<file path="src/rtl/dds_wave_gen.sv">
// Phase-accumulator waveform source (saw / triangle / square / quarter-wave sine)
// with amplitude scaling and an offset-binary output through a fixed 4-clock pipeline.
module dds_wave_gen #(
    parameter int PHASE_W = 32,
    parameter int DATA_W  = 14,
    parameter int LUT_AW  = 8
) (
    input  logic               clk,
    input  logic               rst_n,
    input  logic               cfg_we,
    input  logic [1:0]         cfg_addr,
    input  logic [PHASE_W-1:0] cfg_wdata,
    input  logic               update,
    output logic [DATA_W-1:0]  dout,
    output logic               dout_valid
);

    localparam int                AMP_W    = 9;
    localparam logic [AMP_W-1:0]  AMP_FULL = 9'd256;
    localparam logic [DATA_W-1:0] MID      = {1'b1, {(DATA_W-1){1'b0}}};
    localparam int                LUT_N    = 2 ** LUT_AW;
    localparam real               PI       = 3.14159265358979323846;
    localparam real               LUT_PEAK = real'(2 ** (DATA_W - 1) - 1);

    typedef enum logic [1:0] {
        WAVE_SAW  = 2'd0,
        WAVE_TRI  = 2'd1,
        WAVE_SQR  = 2'd2,
        WAVE_SINE = 2'd3
    } wave_e;

    function automatic logic [AMP_W-1:0] amp_sat(input logic [AMP_W-1:0] raw);
        logic [AMP_W-1:0] res;
        if (raw > AMP_FULL) begin
            res = AMP_FULL;
        end else begin
            res = raw;
        end
        return res;
    endfunction

    // shadow and active configuration
    logic [PHASE_W-1:0] ftw_sh_r, pow_sh_r, ftw_r, pow_r;
    wave_e              wave_sh_r, wave_r;
    logic               en_sh_r, clr_sh_r, en_r;
    logic [AMP_W-1:0]   amp_sh_r, amp_r;

    logic [PHASE_W-1:0] ftw_nx_s, pow_nx_s;
    wave_e              wave_nx_s;
    logic               en_nx_s, clr_nx_s, clr_commit_s;
    logic [AMP_W-1:0]   amp_nx_s;

    // datapath: wave, amplitude and enable ride alongside each sample
    logic [PHASE_W-1:0] acc_r, ph_sum_s;
    logic [DATA_W:0]    ph_r;
    wave_e              wave1_r;
    logic [AMP_W-1:0]   amp1_r, amp2_r;
    logic               en1_r, en2_r, en3_r;
    logic [DATA_W-1:0]  s2_r, y3_r, dout_r;
    logic [3:0]         vld_sr_r;

    logic [DATA_W-1:0]           u_s, s_s;
    logic [LUT_AW-1:0]           lut_addr_s;
    logic [DATA_W-2:0]           lut_val_s;
    logic signed [DATA_W+AMP_W:0] prod_s;
    logic                        unused_s;

    // Quarter-wave table, sampled at bin centres so the folded quadrants meet without a repeated entry.
    logic [DATA_W-2:0] lut_s [LUT_N];
    for (genvar gi = 0; gi < LUT_N; gi++) begin : g_lut
        localparam int LUT_VAL = $rtoi(LUT_PEAK * $sin(PI / 2.0 * (gi + 0.5) / real'(LUT_N)) + 0.5);
        assign lut_s[gi] = LUT_VAL[DATA_W-2:0];
    end

    // Next shadow values; a write on the commit edge is forwarded into the active set.
    always_comb begin
        ftw_nx_s  = ftw_sh_r;
        pow_nx_s  = pow_sh_r;
        wave_nx_s = wave_sh_r;
        en_nx_s   = en_sh_r;
        clr_nx_s  = clr_sh_r;
        amp_nx_s  = amp_sh_r;
        if (cfg_we) begin
            case (cfg_addr)
                2'd0: ftw_nx_s = cfg_wdata;
                2'd1: pow_nx_s = cfg_wdata;
                2'd2: begin
                    wave_nx_s = wave_e'(cfg_wdata[1:0]);
                    en_nx_s   = cfg_wdata[2];
                    clr_nx_s  = cfg_wdata[3];
                end
                2'd3:    amp_nx_s = amp_sat(cfg_wdata[AMP_W-1:0]);
                default: ftw_nx_s = ftw_sh_r;
            endcase
        end else begin
            ftw_nx_s = ftw_sh_r;
        end
        clr_commit_s = update & clr_nx_s;
    end

    // Shadow register file and atomic commit into the active set.
    always_ff @(posedge clk) begin
        if (!rst_n) begin
            ftw_sh_r  <= {PHASE_W{1'b0}};
            pow_sh_r  <= {PHASE_W{1'b0}};
            wave_sh_r <= WAVE_SAW;
            en_sh_r   <= 1'b0;
            clr_sh_r  <= 1'b0;
            amp_sh_r  <= AMP_FULL;
            ftw_r     <= {PHASE_W{1'b0}};
            pow_r     <= {PHASE_W{1'b0}};
            wave_r    <= WAVE_SAW;
            en_r      <= 1'b0;
            amp_r     <= AMP_FULL;
        end else begin
            ftw_sh_r  <= ftw_nx_s;
            pow_sh_r  <= pow_nx_s;
            wave_sh_r <= wave_nx_s;
            en_sh_r   <= en_nx_s;
            clr_sh_r  <= update ? 1'b0 : clr_nx_s;
            amp_sh_r  <= amp_nx_s;
            if (update) begin
                ftw_r  <= ftw_nx_s;
                pow_r  <= pow_nx_s;
                wave_r <= wave_nx_s;
                en_r   <= en_nx_s;
                amp_r  <= amp_nx_s;
            end
        end
    end

    // Phase offset, waveform shaping and amplitude product.
    always_comb begin
        ph_sum_s   = acc_r + pow_r;
        lut_addr_s = ph_r[DATA_W-1] ? ~ph_r[DATA_W-2 -: LUT_AW] : ph_r[DATA_W-2 -: LUT_AW];
        lut_val_s  = lut_s[lut_addr_s];
        u_s        = MID;
        s_s        = {DATA_W{1'b0}};
        case (wave1_r)
            WAVE_SAW: u_s = ph_r[DATA_W:1];
            WAVE_TRI: u_s = ph_r[DATA_W] ? ~ph_r[DATA_W-1:0] : ph_r[DATA_W-1:0];
            WAVE_SQR: u_s = ph_r[DATA_W] ? {DATA_W{1'b0}} : {DATA_W{1'b1}};
            default:  u_s = MID;
        endcase
        if (wave1_r == WAVE_SINE) begin
            s_s = ph_r[DATA_W] ? ({DATA_W{1'b0}} - {1'b0, lut_val_s}) : {1'b0, lut_val_s};
        end else begin
            s_s = u_s - MID;
        end
        prod_s   = $signed(s2_r) * $signed({1'b0, amp2_r});
        unused_s = ^{ph_sum_s[PHASE_W-DATA_W-2:0], prod_s[DATA_W+AMP_W:DATA_W+AMP_W-1],
                     prod_s[AMP_W-2:0]};
    end

    // Accumulator and the four sample stages.
    always_ff @(posedge clk) begin
        if (!rst_n) begin
            acc_r    <= {PHASE_W{1'b0}};
            ph_r     <= {(DATA_W+1){1'b0}};
            wave1_r  <= WAVE_SAW;
            amp1_r   <= AMP_FULL;
            amp2_r   <= AMP_FULL;
            en1_r    <= 1'b0;
            en2_r    <= 1'b0;
            en3_r    <= 1'b0;
            s2_r     <= {DATA_W{1'b0}};
            y3_r     <= {DATA_W{1'b0}};
            dout_r   <= MID;
            vld_sr_r <= 4'b0000;
        end else begin
            if (clr_commit_s) begin
                acc_r <= {PHASE_W{1'b0}};
            end else if (en_r) begin
                acc_r <= acc_r + ftw_r;
            end
            ph_r     <= ph_sum_s[PHASE_W-1 -: DATA_W+1];
            wave1_r  <= wave_r;
            amp1_r   <= amp_r;
            en1_r    <= en_r;
            s2_r     <= s_s;
            amp2_r   <= amp1_r;
            en2_r    <= en1_r;
            y3_r     <= prod_s[DATA_W+AMP_W-2:AMP_W-1];
            en3_r    <= en2_r;
            dout_r   <= en3_r ? (y3_r + MID) : MID;
            vld_sr_r <= {vld_sr_r[2:0], 1'b1};
        end
    end

    assign dout       = dout_r;
    assign dout_valid = vld_sr_r[3];

endmodule
</file>
<file path="config.mk">
export PLATFORM = sky130hd
export DESIGN_NAME = dds_wave_gen
export DESIGN_NICKNAME = d
export VERILOG_FILES = /design/src/rtl/dds_wave_gen.sv
export SDC_FILE = /design/constraint.sdc
export NUM_CORES = 1
export LEC_CHECK = 0
export CELL_PAD_IN_SITES_DETAIL_PLACEMENT = 1
export CELL_PAD_IN_SITES_GLOBAL_PLACEMENT = 2
export CORE_MARGIN = 2
export CORE_UTILIZATION = 39
export DETAILED_ROUTE_END_ITERATION = 10
export PLACE_DENSITY_LB_ADDON = 0.1
export SLEW_MARGIN = 20
export SYNTH_ARGS = -nofsm -noshare
export SYNTH_HDL_FRONTEND = slang
export SYNTH_SLANG_ARGS = --single-unit
</file>
<file path="constraint.sdc">
create_clock -name clk -period 7.39 [get_ports clk]
set_input_delay 2.217 -clock clk [delete_from_list [all_inputs] [get_ports clk]]
set_output_delay 2.217 -clock clk [all_outputs]
set_load 0.1 [all_outputs]
</file>
==> metrics.md <==
| Metric | Value |
|---|---|
| Worst slew pin tran | 1.14 ns |
| # resized after CTS | 0 |
| Die X | roughly 240 um |
| Num rows | 86 |
| Avg WL per Cell | 26.2 um |
| Setup repair bufs after CTS | 0 |
| Worst r2r src | amp2_r[1] |
| Final Max Tran Viols | 0 |
| Crit Path Category | reg -> reg |
| Cell internal pwr | about 3100 uW |
| CTS tree | built |
| Pin count of the biggest net entering global routing | 73 |
| CTS Sinks | 269 |
| Die height | 241 um |
| Status | complete, no violations |
| Worst R2R Setup Slack | 1.33 ns |
| CTS buffer count | 34 |
| Final worst setup slack | between 1 and 1.5 ns |
| Die ar. | 58000 um^2 |
| Clock root cell | clkbuf_16 |
| Final setup violation count | 0 |
| Drt initial violations | around 1600 |
| IO buf count | 52 |
| Clk_lat worst skew | 0.57 ns |
| Skew final | ~0.034 ns |
| Share of the yosys chip area belonging to registers | 0.246 |
| Final Cycle Share | 0.820 |
| Clk buf depth | 3 |
| Hold Crit Start | y3_r[13] |
| First drt pass iteration count | 6 |
| Area growth, synth to finish | 10.2% |
| Routed WL | 89200 um |
| Hpwl dp | about 65000 um |
| P_sw | 1840 uW |
| Reg2Reg Depth | 22 |
| Crit-path max FO | 13 |
| Worst EP arrival | 6.52 ns |
| Tot Pwr | 4970 uW |
| Critical path, cell by cell | nand2_1 -> fa_1 -> inv_1 -> fa_1 -> inv_1 -> fa_1 -> inv_1 -> fa_1 -> inv_1 -> fa_1 -> inv_1 -> ha_1 -> nor2_1 -> a21oi_1 -> and4_1 -> a21oi_1 -> a21oi_1 -> a41oi_1 -> o21ai_0 -> o31ai_1 -> xnor2_1 -> and2_1 |
| Worst path max stage delay | 0.60 ns |
| Clock power frac | 0.360 |
| Sw Ratio | 0.370 |
| Nets | around 2900 |
| Sequential fraction of design power | 0.321 |
| Leak | approximately 0.010 uW |
| Peak VDD IR | 0.000170 V |
| Number of global-route vias before repair | 21268 |
| Fin. Hold Viols | 0 |
| Post-Syn Area | 21900 um^2 |
| RSZ-0062 raised after global routing | false |
| Initial Utilization | 0.396 |
| Main synth FF type | dfxtp_1 |
| Final core utilization | 0.436 |
| Post-synth ARST share | 0 |
| Setup TNS | 0 ns |
| Busiest metal layer after global routing | met2 |
| Clock-pin transition on the worst setup and hold timing paths | roughly 0.060 ns |
| First-pass GRT wire length | around 140000 um |
| Pre-CTS setup slack | between 1 and 1.5 ns |
| Hold Path Class | reg -> reg |
| PD cells | around 210 nW/um^2 |
| Cts-stage hold buffer count | 0 |
| Synth Area per Inst | 8.17 um^2 |
| Hold EP | dout[13] |
| GP Congestion | around 1.0 |
| Number of synthesized flops with an enable pin | 0 |
| Share of layout cells above drive strength 1 | 0.0673 |
| Max-cap violations | 0 |
| DRC viols | 0 |
| Core box area | 55300 um^2 |
| I/O Pins | 53 |
| Critical path endpoint category | flip-flop |
| Total track usage | 0.309 |
| Worst hold path depth | 1 |
| M3 GR Usage | 0.0575 |
| Fillcell total | 6623 |
| Worst r2r dst | y3_r[13] |
| Initial antenna violation count | 3 |
| Logic pwr share | 0.319 |
| Max H-tree Level | 2 |
| Rel. slew slack | 0.235 |
| Critical-path top delay cell | dfxtp_1 |
| Critical Path Start Type | flip-flop |
| Grt met2 use | 0.487 |
| Routed vias/inst | 6.13 |
| Gate count of the mapped netlist | 2678 |
| GRT overflow | 0 |
| Syn nets | 2951 |
| Met1 layer usage reported by global route | 0.408 |
| Critical path's top delay family | adder cells |
| Library cells used by synthesis | 97 |
| Yosys reg bits | roughly 270 |
| Post-route antenna net violation count | 0 |
| Worst EP required | 7.85 ns |
| Via count | about 21000 |
| Synth Warn # | 0 |
| Worst hold margin | 0.394 ns |
| Buf/Inv on CP | 5 |
| Minimum clock period | 6.06 ns |
| Max Freq | 0.165 GHz |
==> worst max-delay path by stage <==
stage / start / endpoint / slack [ns] / depth (start not counted)
finish: amp2_r[1] / y3_r[13] / 1.33 / 22
global route: amp2_r[2] / y3_r[13] / 0.95 / 20
CTS: amp2_r[2] / y3_r[13] / 1.30 / 22
detailed placement: amp2_r[1] / y3_r[13] / 1.31 / 22
global placement: amp2_r[1] / y3_r[12] / 1.43 / 22
floorplan: amp2_r[1] / y3_r[13] / 2.01 / 23
==> cell families (layout without fill, tap and decap cells) <==
kind of cell / count (synthesis) / after routing / synth area share
AOI/OAI and AO/OA: 796 / 796 / 0.253
xor gates and xnor gates: 79 / 79 / 0.0323
adders and majority gates: 235 / 235 / 0.170
buffers and inverters: 367 / 335 / 0.0714
DFF: 269 / 269 / 0.246
muxes: 49 / 49 / 0.0251
other: 0 / 4 / 0
and+or+nand+nor: 883 / 883 / 0.202
==> power by group through the flow <==
stage               Clock [uW]  Sequential (uW)  Combinational (uW)
finish                    1790             1600                1590
global route              1910             1610                1660
CTS                       1830             1600                1530
detailed placement           0             1630                1520
global placement             0             1620                1520
floorplan                    0             1580                 988
==> cell usage in the layout (no fill, tap or decap), drive strengths merged, types with 45 or more instances in the layout <==
cell and count:
nand2 308, dfxtp 269, inv 164, a21oi 156, nor2 140, ha 132
o21ai 132, and2 125, fa 103, o22a 76, a21boi 76, buf 61
nor2b 58, o22ai 51, clkdlybuf4s50 50, clkbuf 47, nor3 45
==> Yosys cell counts, drive strengths merged (7+ instances only) <==
cell,count,share of area
o31ai,11,0.0038
nor2,140,0.024
nand3,41,0.0094
a32oi,8,0.0032
a21boi,76,0.026
buf,75,0.021
nand2b,41,0.012
fa,103,0.094
or3,10,0.0029
a31oi,25,0.0071
o21ai,132,0.030
a222oi,8,0.0037
or2,19,0.0054
a22oi,29,0.010
nand4,12,0.0034
mux2i,38,0.017
clkbuf,127,0.022
and2,125,0.036
inv,162,0.028
xor2,38,0.016
a21oi,156,0.036
nand3b,10,0.0034
nor3b,21,0.0072
and3,26,0.0074
o221ai,10,0.0043
nor2b,58,0.017
nor3,45,0.010
a211oi,28,0.0096
xnor2,41,0.017
a221oi,19,0.0079
o22ai,51,0.015
ha,132,0.075
o211ai,19,0.0065
a2111oi,11,0.0045
a2bb2oi,12,0.0048
a221o,7,0.0032
a211o,12,0.0048
o21a,13,0.0045
mux2,7,0.0036
dfxtp,269,0.25
a21o,27,0.0093
o22a,76,0.030
nand2,308,0.053
==> metrics by stage <==
stage,std cells,cell area [um^2]
after global routing,3394,24100
final,3398,24100
after floorplan,2678,21900
after global placement,3335,22900
after CTS,3394,24100
after detailed placement,3335,22900
==> worst reg2reg max path, cell delays in order, from the launching register on <==
cell     delay (ns)
dfxtp_1        0.60
nand2_1        0.15
fa_1           0.55
inv_1          0.05
fa_1           0.51
inv_1          0.06
fa_1           0.52
inv_1          0.05
fa_1           0.47
inv_1          0.05
fa_1           0.47
inv_1          0.04
ha_1           0.30
nor2_1         0.12
a21oi_1        0.07
and4_1         0.22
a21oi_1        0.25
a21oi_1        0.19
a41oi_1        0.44
o21ai_0        0.28
o31ai_1        0.31
xnor2_1        0.11
and2_1         0.16
==> layout make-up <==
cell class                      count  area (um^2)  share of cell area
Sequential cell                   269         5400               0.224
Clock inverter                     12          234             0.00971
Multi-Input combinational cell   2042        15000               0.621
Tap cell                          748          936              0.0388
Clock buffer                       47          991              0.0411
Antenna cell                        4         10.0            0.000415
Timing Repair Buffer              111          956              0.0397
Inverter                          165          622              0.0258
==> state kept, by name (all words and copies together), names as in the netlist, 4 cells and up <==
| register | count |
|---|---|
| s2_r | 14 |
| amp_r | 9 |
| dout | 14 |
| pow_sh_r | 32 |
| ftw_r | 32 |
| amp1_r | 9 |
| y3_r | 14 |
| vld_sr_r | 4 |
| acc_r | 32 |
| pow_r | 32 |
| amp2_r | 9 |
| amp_sh_r | 9 |
| ph_r | 15 |
| ftw_sh_r | 32 |
==> metal layers <==
| metal | vias up | wire length (um) |
|---|---|---|
| li1 | 9359 | - |
| met1 | 10436 | 38800 |
| met2 | 791 | 39600 |
| met3 | 228 | 6230 |
| met4 | 2 | 4470 |
| met5 | - | 16 |
Note: power is estimated with default switching activity, not from simulation.
